File: src/rtl/gxsim_smem_arbiter_if.sv
// Bus bundle for the SMEM arbiter: QSPI requester, background requester
// and the single-bank SMEM port. The arbiter uses the slave modport; the
// surrounding system (requesters plus SMEM) uses the master modport.
//
// Handshake semantics:
//   qspi_req is a one-cycle strobe sampled together with qspi_rw, qspi_addr
//   and qspi_wdata; qspi_busy rises the cycle after an accepted strobe and
//   falls in the cycle qspi_done pulses. A strobe seen while qspi_busy=1 is
//   dropped and flagged on the sticky qspi_overrun.
//   bg_req is a level request; bg_rw/bg_addr/bg_wdata stay stable until
//   bg_done pulses for one cycle, with bg_rdata valid in that same cycle.
//   smem_rdata is valid one cycle after a cycle with smem_en=1, smem_we=0.
interface gxsim_smem_arbiter_if #(
  parameter int SMEM_BW = 512,
  parameter int SMEM_AW = 14
) ();
  logic               qspi_req;
  logic               qspi_rw;
  logic [31:0]        qspi_addr;
  logic [31:0]        qspi_wdata;
  logic [SMEM_BW-1:0] qspi_rdata;
  logic               qspi_done;
  logic               qspi_busy;
  logic               qspi_overrun;
  logic               qspi_err_clr;
  logic               bg_req;
  logic               bg_rw;
  logic [SMEM_AW-1:0] bg_addr;
  logic [31:0]        bg_wdata;
  logic [31:0]        bg_rdata;
  logic               bg_done;
  logic               smem_en;
  logic               smem_we;
  logic [SMEM_AW-1:0] smem_addr;
  logic [31:0]        smem_wdata;
  logic [31:0]        smem_rdata;

  modport slave (
    input  qspi_req, qspi_rw, qspi_addr, qspi_wdata, qspi_err_clr,
    output qspi_rdata, qspi_done, qspi_busy, qspi_overrun,
    input  bg_req, bg_rw, bg_addr, bg_wdata,
    output bg_rdata, bg_done,
    output smem_en, smem_we, smem_addr, smem_wdata,
    input  smem_rdata
  );

  modport master (
    output qspi_req, qspi_rw, qspi_addr, qspi_wdata, qspi_err_clr,
    input  qspi_rdata, qspi_done, qspi_busy, qspi_overrun,
    output bg_req, bg_rw, bg_addr, bg_wdata,
    input  bg_rdata, bg_done,
    input  smem_en, smem_we, smem_addr, smem_wdata,
    output smem_rdata
  );
endinterface

File: src/rtl/gxsim_smem_arbiter.sv
// Two-requester arbiter for one bank's 32-bit SMEM port. The QSPI path gets
// strict priority and issues SMEM_BW-wide burst reads (one SMEM word per
// cycle) or single-word writes; the background copy engine issues
// single-word accesses. Every operation returns through IDLE for one cycle.
module gxsim_smem_arbiter #(
  parameter int SMEM_BW = 512,
  parameter int SMEM_AW = 14
) (
  input  logic                 clk,
  input  logic                 resetn,
  gxsim_smem_arbiter_if.slave  bus,
  output logic [2:0]           dbg_state
);

  localparam int SMEM_DW = SMEM_BW / 32;
  localparam int CW      = $clog2(SMEM_DW);

  typedef enum logic [2:0] {
    IDLE     = 3'd0,
    Q_RD     = 3'd1,
    Q_RDLAST = 3'd2,
    Q_WR     = 3'd3,
    BG_RD    = 3'd4,
    BG_RDW   = 3'd5,
    BG_WR    = 3'd6
  } state_t;

  state_t              state;
  state_t              state_nxt;

  logic                busy;
  logic                pend_rw;
  logic [SMEM_AW-1:0]  pend_addr;
  logic [31:0]         pend_wdata;
  logic [CW-1:0]       cnt;
  logic [SMEM_BW-33:0] asm_q;
  logic [SMEM_BW-1:0]  asm_shift;
  logic                accept;
  logic                drop;
  logic                q_fin;
  logic                bg_fin;
  logic                unused_addr_hi;

  // Only the low SMEM_AW bits of the QSPI word address select SMEM.
  assign unused_addr_hi = ^bus.qspi_addr[31:SMEM_AW];

  assign accept    = bus.qspi_req && !busy;
  assign drop      = bus.qspi_req && busy;
  assign q_fin     = (state == Q_RDLAST) || (state == Q_WR);
  assign bg_fin    = (state == BG_RDW) || (state == BG_WR);
  assign asm_shift = {asm_q, bus.smem_rdata};
  assign bus.qspi_busy = busy;
  assign dbg_state     = state;

  // State register.
  always_ff @(posedge clk or negedge resetn) begin
    if (!resetn) state <= IDLE;
    else         state <= state_nxt;
  end

  // QSPI pending latch, busy flag and sticky overrun (a drop beats a clear).
  always_ff @(posedge clk or negedge resetn) begin
    if (!resetn) begin
      busy             <= 1'b0;
      pend_rw          <= 1'b0;
      pend_addr        <= '0;
      pend_wdata       <= '0;
      bus.qspi_overrun <= 1'b0;
    end else begin
      if (accept) begin
        busy       <= 1'b1;
        pend_rw    <= bus.qspi_rw;
        pend_addr  <= bus.qspi_addr[SMEM_AW-1:0];
        pend_wdata <= bus.qspi_wdata;
      end else if (q_fin) begin
        busy <= 1'b0;
      end
      if (drop)                  bus.qspi_overrun <= 1'b1;
      else if (bus.qspi_err_clr) bus.qspi_overrun <= 1'b0;
    end
  end

  // Burst word counter and internal assembly buffer; the visible read word
  // is only replaced as a whole when the last word arrives.
  always_ff @(posedge clk or negedge resetn) begin
    if (!resetn) begin
      cnt            <= '0;
      asm_q          <= '0;
      bus.qspi_rdata <= '0;
      bus.qspi_done  <= 1'b0;
    end else begin
      bus.qspi_done <= q_fin;
      if (state == Q_RD) begin
        cnt <= cnt + CW'(1);
        // Data for the read issued in the previous cycle arrives now.
        if (cnt != '0) asm_q <= asm_shift[SMEM_BW-33:0];
      end
      if (state == Q_RDLAST) bus.qspi_rdata <= asm_shift;
    end
  end

  // Background read data capture and completion strobe.
  always_ff @(posedge clk or negedge resetn) begin
    if (!resetn) begin
      bus.bg_rdata <= '0;
      bus.bg_done  <= 1'b0;
    end else begin
      bus.bg_done <= bg_fin;
      if (state == BG_RDW) bus.bg_rdata <= bus.smem_rdata;
    end
  end

  // Next-state decode and SMEM port drive.
  always_comb begin
    state_nxt      = state;
    bus.smem_en    = 1'b0;
    bus.smem_we    = 1'b0;
    bus.smem_addr  = '0;
    bus.smem_wdata = '0;
    case (state)
      IDLE: begin
        // A strobe arriving this cycle also blocks a background grant so the
        // QSPI path wins when both requesters ask at once.
        if (busy)                               state_nxt = pend_rw ? Q_WR : Q_RD;
        else if (bus.bg_req && !bus.qspi_req)   state_nxt = bus.bg_rw ? BG_WR : BG_RD;
      end
      Q_RD: begin
        bus.smem_en   = 1'b1;
        bus.smem_addr = {pend_addr[SMEM_AW-1:CW], cnt};
        if (cnt == CW'(SMEM_DW - 1)) state_nxt = Q_RDLAST;
      end
      Q_RDLAST: state_nxt = IDLE;
      Q_WR: begin
        bus.smem_en    = 1'b1;
        bus.smem_we    = 1'b1;
        bus.smem_addr  = pend_addr;
        bus.smem_wdata = pend_wdata;
        state_nxt      = IDLE;
      end
      BG_RD: begin
        bus.smem_en   = 1'b1;
        bus.smem_addr = bus.bg_addr;
        state_nxt     = BG_RDW;
      end
      BG_RDW: state_nxt = IDLE;
      BG_WR: begin
        bus.smem_en    = 1'b1;
        bus.smem_we    = 1'b1;
        bus.smem_addr  = bus.bg_addr;
        bus.smem_wdata = bus.bg_wdata;
        state_nxt      = IDLE;
      end
      default: state_nxt = IDLE;
    endcase
  end

endmodule
File: src/flat_wrapper.sv
// flat-port wrapper written by rule: the top's interface ports become plain ports
module gxsim_smem_arbiter_flat 
#(
  parameter int SMEM_BW = 512,
  parameter int SMEM_AW = 14
)
  (clk, resetn, dbg_state, bus_qspi_req, bus_qspi_rw, bus_qspi_addr, bus_qspi_wdata, bus_qspi_err_clr, bus_qspi_rdata, bus_qspi_done, bus_qspi_busy, bus_qspi_overrun, bus_bg_req, bus_bg_rw, bus_bg_addr, bus_bg_wdata, bus_bg_rdata, bus_bg_done, bus_smem_en, bus_smem_we, bus_smem_addr, bus_smem_wdata, bus_smem_rdata);
  gxsim_smem_arbiter_if #(.SMEM_BW(SMEM_BW), .SMEM_AW(SMEM_AW)) bus_i ();
  input  logic clk;
  input  logic resetn;
  output logic [2:0] dbg_state;
  input wire logic [$bits(bus_i.qspi_req)-1:0] bus_qspi_req;
  input wire logic [$bits(bus_i.qspi_rw)-1:0] bus_qspi_rw;
  input wire logic [$bits(bus_i.qspi_addr)-1:0] bus_qspi_addr;
  input wire logic [$bits(bus_i.qspi_wdata)-1:0] bus_qspi_wdata;
  input wire logic [$bits(bus_i.qspi_err_clr)-1:0] bus_qspi_err_clr;
  output wire logic [$bits(bus_i.qspi_rdata)-1:0] bus_qspi_rdata;
  output wire logic [$bits(bus_i.qspi_done)-1:0] bus_qspi_done;
  output wire logic [$bits(bus_i.qspi_busy)-1:0] bus_qspi_busy;
  output wire logic [$bits(bus_i.qspi_overrun)-1:0] bus_qspi_overrun;
  input wire logic [$bits(bus_i.bg_req)-1:0] bus_bg_req;
  input wire logic [$bits(bus_i.bg_rw)-1:0] bus_bg_rw;
  input wire logic [$bits(bus_i.bg_addr)-1:0] bus_bg_addr;
  input wire logic [$bits(bus_i.bg_wdata)-1:0] bus_bg_wdata;
  output wire logic [$bits(bus_i.bg_rdata)-1:0] bus_bg_rdata;
  output wire logic [$bits(bus_i.bg_done)-1:0] bus_bg_done;
  output wire logic [$bits(bus_i.smem_en)-1:0] bus_smem_en;
  output wire logic [$bits(bus_i.smem_we)-1:0] bus_smem_we;
  output wire logic [$bits(bus_i.smem_addr)-1:0] bus_smem_addr;
  output wire logic [$bits(bus_i.smem_wdata)-1:0] bus_smem_wdata;
  input wire logic [$bits(bus_i.smem_rdata)-1:0] bus_smem_rdata;
  assign bus_i.qspi_req = bus_qspi_req;
  assign bus_i.qspi_rw = bus_qspi_rw;
  assign bus_i.qspi_addr = bus_qspi_addr;
  assign bus_i.qspi_wdata = bus_qspi_wdata;
  assign bus_i.qspi_err_clr = bus_qspi_err_clr;
  assign bus_qspi_rdata = bus_i.qspi_rdata;
  assign bus_qspi_done = bus_i.qspi_done;
  assign bus_qspi_busy = bus_i.qspi_busy;
  assign bus_qspi_overrun = bus_i.qspi_overrun;
  assign bus_i.bg_req = bus_bg_req;
  assign bus_i.bg_rw = bus_bg_rw;
  assign bus_i.bg_addr = bus_bg_addr;
  assign bus_i.bg_wdata = bus_bg_wdata;
  assign bus_bg_rdata = bus_i.bg_rdata;
  assign bus_bg_done = bus_i.bg_done;
  assign bus_smem_en = bus_i.smem_en;
  assign bus_smem_we = bus_i.smem_we;
  assign bus_smem_addr = bus_i.smem_addr;
  assign bus_smem_wdata = bus_i.smem_wdata;
  assign bus_i.smem_rdata = bus_smem_rdata;
  gxsim_smem_arbiter #(.SMEM_BW(SMEM_BW), .SMEM_AW(SMEM_AW)) u_core (.clk(clk), .resetn(resetn), .bus(bus_i), .dbg_state(dbg_state));
endmodule
File: config.mk
export PLATFORM = sky130hd
export DESIGN_NAME = gxsim_smem_arbiter_flat
export DESIGN_NICKNAME = d
export VERILOG_FILES = /design/src/rtl/gxsim_smem_arbiter_if.sv /design/src/rtl/gxsim_smem_arbiter.sv /design/src/flat_wrapper.sv
export SDC_FILE = /design/constraint.sdc
export NUM_CORES = 1
export LEC_CHECK = 0
export ABC_AREA = 1
export BUFFER_PORTS_ARGS = -buffer_cell sky130_fd_sc_hd__buf_2
export CORE_AREA = 8 8 287 289
export DETAILED_ROUTE_END_ITERATION = 12
export DIE_AREA = 0 0 295 297
export GPL_TIMING_DRIVEN = 0
export MAX_ROUTING_LAYER = met4
export PLACE_DENSITY = 0.76
export SYNTH_ARGS = -nofsm -noshare
export SYNTH_HDL_FRONTEND = slang
export SYNTH_SLANG_ARGS = --single-unit
File: constraint.sdc
create_clock -name clk -period 4.3 [get_ports clk]
set_clock_uncertainty 0.05 [all_clocks]
set_input_delay 0 -clock clk [delete_from_list [all_inputs] [get_ports clk]]
set_output_delay 0 -clock clk [all_outputs]
set_load 0.03 [all_outputs]
==> out/summary.txt, run 1 <==
Overflow after GRT - 0
Rows - 103
Crit. End Element - primary output
clock network latency to the later pin of the worst-skew pair - 0.67 ns
Cell variety after synth - 22
Nets - 5377
leakage dissipation - 25.8 nW
gr usage total - 32.2%
Area Overhead vs Synth - 25.0%
Tmin final - 3.42 ns
Avg WL per Cell - 21.9 um
max capacitance violation total - 0
share of cells above drive strength 1 - 19.4%
die outline height - 297 um
Mean Syn Cell Area - 9.64 um^2
Mapped Nets - 4400
PwrDens - 924 nW/um^2
Sum Neg Setup Slack - 0 ns
WHS Path Cells - 4
CP Data Required Time - 4.25 ns
CTS tree - built
final cell count without fillers - 6376
CP startpoint kind - register
Initial Util - 52.5%
status - completed
Synth warnings - 0
post-route setup slack - 0.879 ns
initial antenna violation count - 12
drt first pass iters - 9
register area share after synthesis - 66.1%
worst vdd ir - 661 uV
vias in the first global route - 34552
number of fill cells - 6051
final core utilization - 65.6%
Post-synth EDFFs - 0
Async S/R FF share, synth - 100%
Routed Antenna Nets - 0
Max Fanout on Critical Path - 10
area share of the largest cell type after synthesis - 66.1%
Final Setup Violations - 0
post-synthesis cell count - 4248
worst-margin pin slew - 1.08 ns
synth top area cells - dfrtp_1 66%, nand2_1 11%, o21ai_1 8.6%
global-route wire length before repair - 211 mm
Max Clk Rate - 292 MHz
input/output buffers - 729
DRC violations left - 0
final wirelength - 140 mm
clk root buf - clkbuf_16
post-DR vias/cell - 5.36
largest net degree at the start of global routing - 170
Critical Path AT - 3.37 ns
area leader, netlist - dfrtp_1
Hold WC Path Type - input port to register
final hold violations - 0
deepest clock path buffer count - 3
RSZ-0062 raised after global routing - no
Post-Place Cells - 6034
io pins - 748
CTS clk-pin slew, worst paths - 0.07 ns
H-tree Lvls - 3
Final Max Tran Viols - 0
Post-synth top cells - 1166 x nand2_1, 1082 x dfrtp_1, 700 x o21ai_1, 554 x inv_1, 361 x o21ai_0
GPL Wtd Cong - 0.976
most common cell in the netlist - nand2_1
register-to-register setup slack - 1.76 ns
Post-DP HPWL - 103 mm
Min-Delay Startpoint - bus_qspi_addr[8]
Vias - 34163
Final Cycle Share - 79.5%
Top FF cell, synth - dfrtp_1
1st-iter DRT viols - 3057
full die area - 87600 um^2
DP Worst Slack - 1.59 ns
slew margin rel. - 27.2%
r2r endpoint - u_core.pend_addr[11]
CTS sink cnt - 1082
Syn Std Cell Area - 40900 um^2
crit path kind - register to primary output
Reg2Reg Depth - 6
post-CTS sizing - 0
Worst R2R Start - u_core.bus.qspi_busy
Hold EP - u_core.pend_addr[8]
post-CTS setup buffer count - 0
Core Area - 78000 um^2
FF+latch count, synth - 1082
CTS Buf Count - 107
die width - 295 um
-- stage by stage --
step           hold slack, ns  instance area (um^2)  total power [mW]
2_1_floorplan          -0.346                 40900              29.3
3_3_place_gp            0.158                 45900              36.6
3_5_place_dp           0.0118                 46100              37.1
4_1_cts                0.0231                 51100              47.1
5_1_grt                0.0592                 51200              49.7
6_report               0.0564                 51200              47.2
-- power breakdown --
part	leakage, nW	internal (mW)	switching [mW]
Sequential	14.1	14.3	2.73
Clock	1.82	5.61	4.06
Combinational	9.82	5.53	15.0
Total	25.8	25.5	21.8
-- state kept, by name, summed over array words and instances, names as in the netlist --
register,count
u_core.pend_rw,1
u_core.bus.qspi_overrun,1
u_core.bus.bg_done,1
u_core.pend_wdata,32
u_core.cnt,4
u_core.pend_addr,14
u_core.bus.qspi_done,1
u_core.dbg_state,3
u_core.bus.bg_rdata,32
u_core.asm_q,480
u_core.bus.qspi_rdata,512
u_core.bus.qspi_busy,1
-- critical path, stage by stage (launching register included) --
cell,delay (ns)
dfrtp_1,0.38
buf_4,0.17
inv_1,0.13
nand3_1,0.30
clkbuf_1,0.41
o21ai_0,0.94
buf_2,0.35
-- cells in the final DEF (no fill, tap or decap), types with 4 or more instances in the layout --
master / synthesis / routed
buf_4: 9 / 9
a21oi_1: 12 / 12
buf_2: 55 / 783
inv_1: 554 / 554
clkinvlp_4: 0 / 4
o21ai_0: 361 / 361
bufinv_16: 0 / 7
buf_16: 0 / 8
buf_6: 45 / 45
clkbuf_1: 137 / 157
clkbuf_8: 0 / 32
clkbuf_16: 0 / 108
dlygate4sd3_1: 0 / 131
nand2_1: 1166 / 1166
dfrtp_1: 1082 / 1082
clkinv_2: 0 / 20
buf_1: 9 / 9
diode_2: 0 / 11
o21ai_1: 700 / 700
nand4_1: 5 / 5
nand3_1: 86 / 86
nor2_1: 15 / 15
-- kinds of logic after synthesis --
logic type	after synthesis	share of synthesized area [%]
AOI/OAI and AO/OA	1074	13.1
xor gates and xnor gates	1	0.0214
adders and majority gates	3	0.0917
buffers and inverters	812	8.52
DFF	1082	66.1
and+or+nand+nor	1276	12.1
-- area by class of cell --
class | count | area, um^2 | area share (%)
buffer | 255 | 1400 | 2.73
multi-input combinational | 2354 | 10400 | 20.3
clock buffer | 160 | 3220 | 6.29
inverter | 557 | 2090 | 4.09
clock inverter | 39 | 465 | 0.910
timing repair buffer | 868 | 5190 | 10.2
sequential | 1082 | 27100 | 52.9
tap | 1050 | 1310 | 2.57
antenna | 11 | 27.5 | 0.0538
-- how the worst max path moves through the flow --
stage,end,cells past startpoint,startpoint
after floorplan,bus_smem_addr[10],6,u_core.dbg_state[0]
after global placement,u_core.bus.qspi_rdata[152],1,resetn
after detailed placement,bus_smem_wdata[13],6,u_core.dbg_state[0]
after CTS,bus_smem_wdata[13],6,u_core.dbg_state[0]
after global routing,bus_smem_wdata[13],6,u_core.dbg_state[0]
final,bus_smem_wdata[13],6,u_core.dbg_state[0]
-- metal layers --
layer | up-vias | wire length [um] | global-route usage [%]
li1 | 15355 | - | -
met1 | 16984 | 53100 | 39.8
met2 | 1515 | 67200 | 50.9
met3 | 309 | 12900 | 8.15
met4 | 0 | 6340 | 13.2
met5 | - | 0 | -
-- repair_timing --
action                                 CTS  global route
endpoints found under the hold margin  454             0
hold buffers                           132             0
setup endpoints to repair                0             0
Note: power is estimated with default switching activity, not from simulation.
==> inputs of run 2 (changes only) <==
--- a/config.mk
+++ b/config.mk
@@ -7,12 +7,13 @@
 export LEC_CHECK = 0
 export ABC_AREA = 1
 export BUFFER_PORTS_ARGS = -buffer_cell sky130_fd_sc_hd__buf_2
-export CORE_AREA = 8 8 287 289
+export CORE_ASPECT_RATIO = 0.9
+export CORE_MARGIN = 8
+export CORE_UTILIZATION = 55
 export DETAILED_ROUTE_END_ITERATION = 12
-export DIE_AREA = 0 0 295 297
 export GPL_TIMING_DRIVEN = 0
 export MAX_ROUTING_LAYER = met4
-export PLACE_DENSITY = 0.76
+export PLACE_DENSITY = 0.79
 export SYNTH_ARGS = -nofsm -noshare
 export SYNTH_HDL_FRONTEND = slang
 export SYNTH_SLANG_ARGS = --single-unit
==> constraint.sdc (replaced) <==
create_clock -name clk -period 3.39 [get_ports clk]
set_clock_uncertainty 0.05 [all_clocks]
set_input_delay 0 -clock clk [delete_from_list [all_inputs] [get_ports clk]]
set_output_delay 0 -clock clk [all_outputs]
set_load 0.03 [all_outputs]
==> run 2 against run 1 <==
  * Die area shrank 4.8%
  * Combinational power grew 27%
  * Critical path depth is the same
  * Worst hold slack gained 0.015 ns
  * Final cell count shrank 1.4%
  * Via count grew 1.2%
  * Setup slack lost 0.77 ns
  * Register-to-register slack lost 0.97 ns
  * Largest cell class unchanged
  * Largest power group unchanged
==> out/summary.txt, run 2 (same netlist as run 1, synthesis figures left out) <==
most frequent cells in the layout - 1166 x nand2_1, 1082 x dfrtp_1, 783 x buf_2
crit path kind - register to primary output
final core utilization - 68.8% (+3.2 points)
CP Data Required Time - 3.34 ns (-0.91 ns)
Final Setup Violations - 0 (unchanged)
worst-margin pin slew - 0.948 ns (-0.133 ns)
PwrDens - 1170 nW/um^2 (+27%)
DP Worst Slack - 0.795 ns (-0.794 ns)
Post-Place Cells - 5954 (-1.3%)
global-route wire length before repair - 208 mm (-1.4%)
leakage dissipation - 25.7 nW (-0.14%)
CTS tree - built
Final Cycle Share - 96.8%
largest net degree at the start of global routing - 173 (+1.8%)
drt first pass iters - 6 (-3)
Overflow after GRT - 0 (unchanged)
share of cells above drive strength 1 - 19.2% (-0.17 points)
Hold WC Path Type - input port to register
Max Fanout on Critical Path - 10 (unchanged)
die outline height - 275 um (-7.5%)
Max Used Layer - met4
Area Overhead vs Synth - 24.6%
number of fill cells - 5500 (-9.1%)
Avg WL per Cell - 22.1 um (+0.75%)
worst vdd ir - 701 uV (+6.1%)
final wirelength - 139 mm (-0.68%)
DRC violations left - 0 (unchanged)
post-DR vias/cell - 5.50 (+2.6%)
Sum Neg Setup Slack - 0 ns (unchanged)
die width - 304 um (+2.9%)
Metal-1 WL - 52.5 mm (-1.2%)
gr usage total - 33.7% (+1.5 points)
Max Clk Rate - 305 MHz
Critical Path AT - 3.23 ns (-0.14 ns)
status - completed
H-tree Lvls - 3 (unchanged)
Post-DP HPWL - 103 mm (-0.71%)
Top Registers - u_core.bus.qspi_rdata: 512 flops, u_core.asm_q: 480 flops
Largest Register - u_core.bus.qspi_rdata
Crit. End Element - primary output
Tmin final - 3.28 ns
1st-iter DRT viols - 3111 (+1.8%)
clock network latency to the later pin of the worst-skew pair - 0.68 ns (about the same)
Vias - 34567 (+1.2%)
CP startpoint kind - register
slew margin rel. - 36.8% (+9.6 points)
deepest clock path buffer count - 3 (unchanged)
GPL Wtd Cong - 0.996 (+2.0%)
Routed Antenna Nets - 0 (unchanged)
met3 wire length - 13.8 mm (+6.8%)
CTS clk-pin slew, worst paths - 0.06 ns (about the same)
CTS sink cnt - 1082 (unchanged)
final cell count without fillers - 6285 (-1.4%)
io pins - 748 (unchanged)
max capacitance violation total - 0 (unchanged)
Final Max Tran Viols - 0 (unchanged)
Largest register FFs - 512 (unchanged)
clk root buf - clkbuf_16
full die area - 83400 um^2 (-4.8%)
RSZ-0062 raised after global routing - no
CTS Buf Count - 104 (-2.8%)
Met2 Wirelength - 65.5 mm (-2.6%)
input/output buffers - 729 (unchanged)
initial antenna violation count - 12 (unchanged)
most common cell after layout, fill and taps aside - nand2_1
overall power - 59.9 mW (+27%)
Core Area - 74200 um^2 (-4.9%)
post-route setup slack - 0.110 ns (-0.770 ns)
vias in the first global route - 34630 (+0.23%)
Nets - 5374 (-0.056%)
Initial Util - 55.2% (+2.7 points)
final hold violations - 0 (unchanged)
Rows - 95 (-7.8%)
## run 2: cell count changes in the layout (fill, tap and decap cells not counted), sizes merged
cell      delta
clkbuf       -9
clkinvlp     -1
inv          +2
bufinv       +4
clkinv       -7
## run 2: final timing paths
kind | cells after the start | startpoint | slack, ns | to
max | 6 | u_core.dbg_state[0] | 0.11 | bus_smem_wdata[8]
min | 4 | bus_qspi_wdata[26] | 0.07 | u_core.pend_wdata[26]
max reg2reg | 6 | u_core.bus.qspi_busy | 0.79 | u_core.pend_wdata[0]
min reg2reg | 2 | u_core.pend_wdata[24] | 0.42 | u_core.pend_wdata[24]
max in group asynchronous | 6 | resetn | 1.06 | u_core.bus.qspi_rdata[122]
min in group asynchronous | 4 | resetn | 0.49 | u_core.bus.qspi_rdata[495]
## run 2: what timing repair did
action / 4_1_cts / 5_1_grt
hold endpoints to repair: 712 / 0
setup buffers: 0 / 0
hold buffers: 132 / 0
setup endpoints to repair: 0 / 6
gates resized for setup: 0 / 6
## run 2: stage by stage
stage	instance area, um^2	hold slack, ns
finish	51000	0.0718
global route	51000	0.0751
CTS	51000	0.0370
detailed placement	46000	-0.0658
global placement	45800	0.157
floorplan	40900	-0.346
## run 2: layout make-up
class / instances / area, um^2 / area share, %
flip-flops and latches: 1082 / 27100 / 53.1
well taps: 970 / 1210 / 2.38
plain buffers: 255 / 1400 / 2.74
clock buffers: 151 / 3060 / 6.00
repair buffers: 868 / 5190 / 10.2
diodes: 11 / 27.5 / 0.0540
inverters: 557 / 2090 / 4.10
multi-input cells: 2354 / 10400 / 20.3
clock inverters: 37 / 569 / 1.12
## run 2: routing by layer
metal	global-route usage, %	vias up
li1	-	15363
met1	41.9	17091
met2	52.4	1722
met3	8.78	391
met4	14.8	0
met5	-	-
## run 2: critical path: stages (launching register included)
cell,delay (ns)
dfrtp_1,0.40
buf_4,0.18
inv_1,0.12
nand3_1,0.34
clkbuf_1,0.43
o21ai_0,0.77
buf_2,0.34
## run 2: power breakdown
part / internal (mW) / switching, mW / total (mW)
Clock: 7.13 / 5.08 / 12.2
Sequential: 18.2 / 3.43 / 21.6
Combinational: 7.02 / 19.0 / 26.1
Total: 32.3 / 27.6 / 59.9
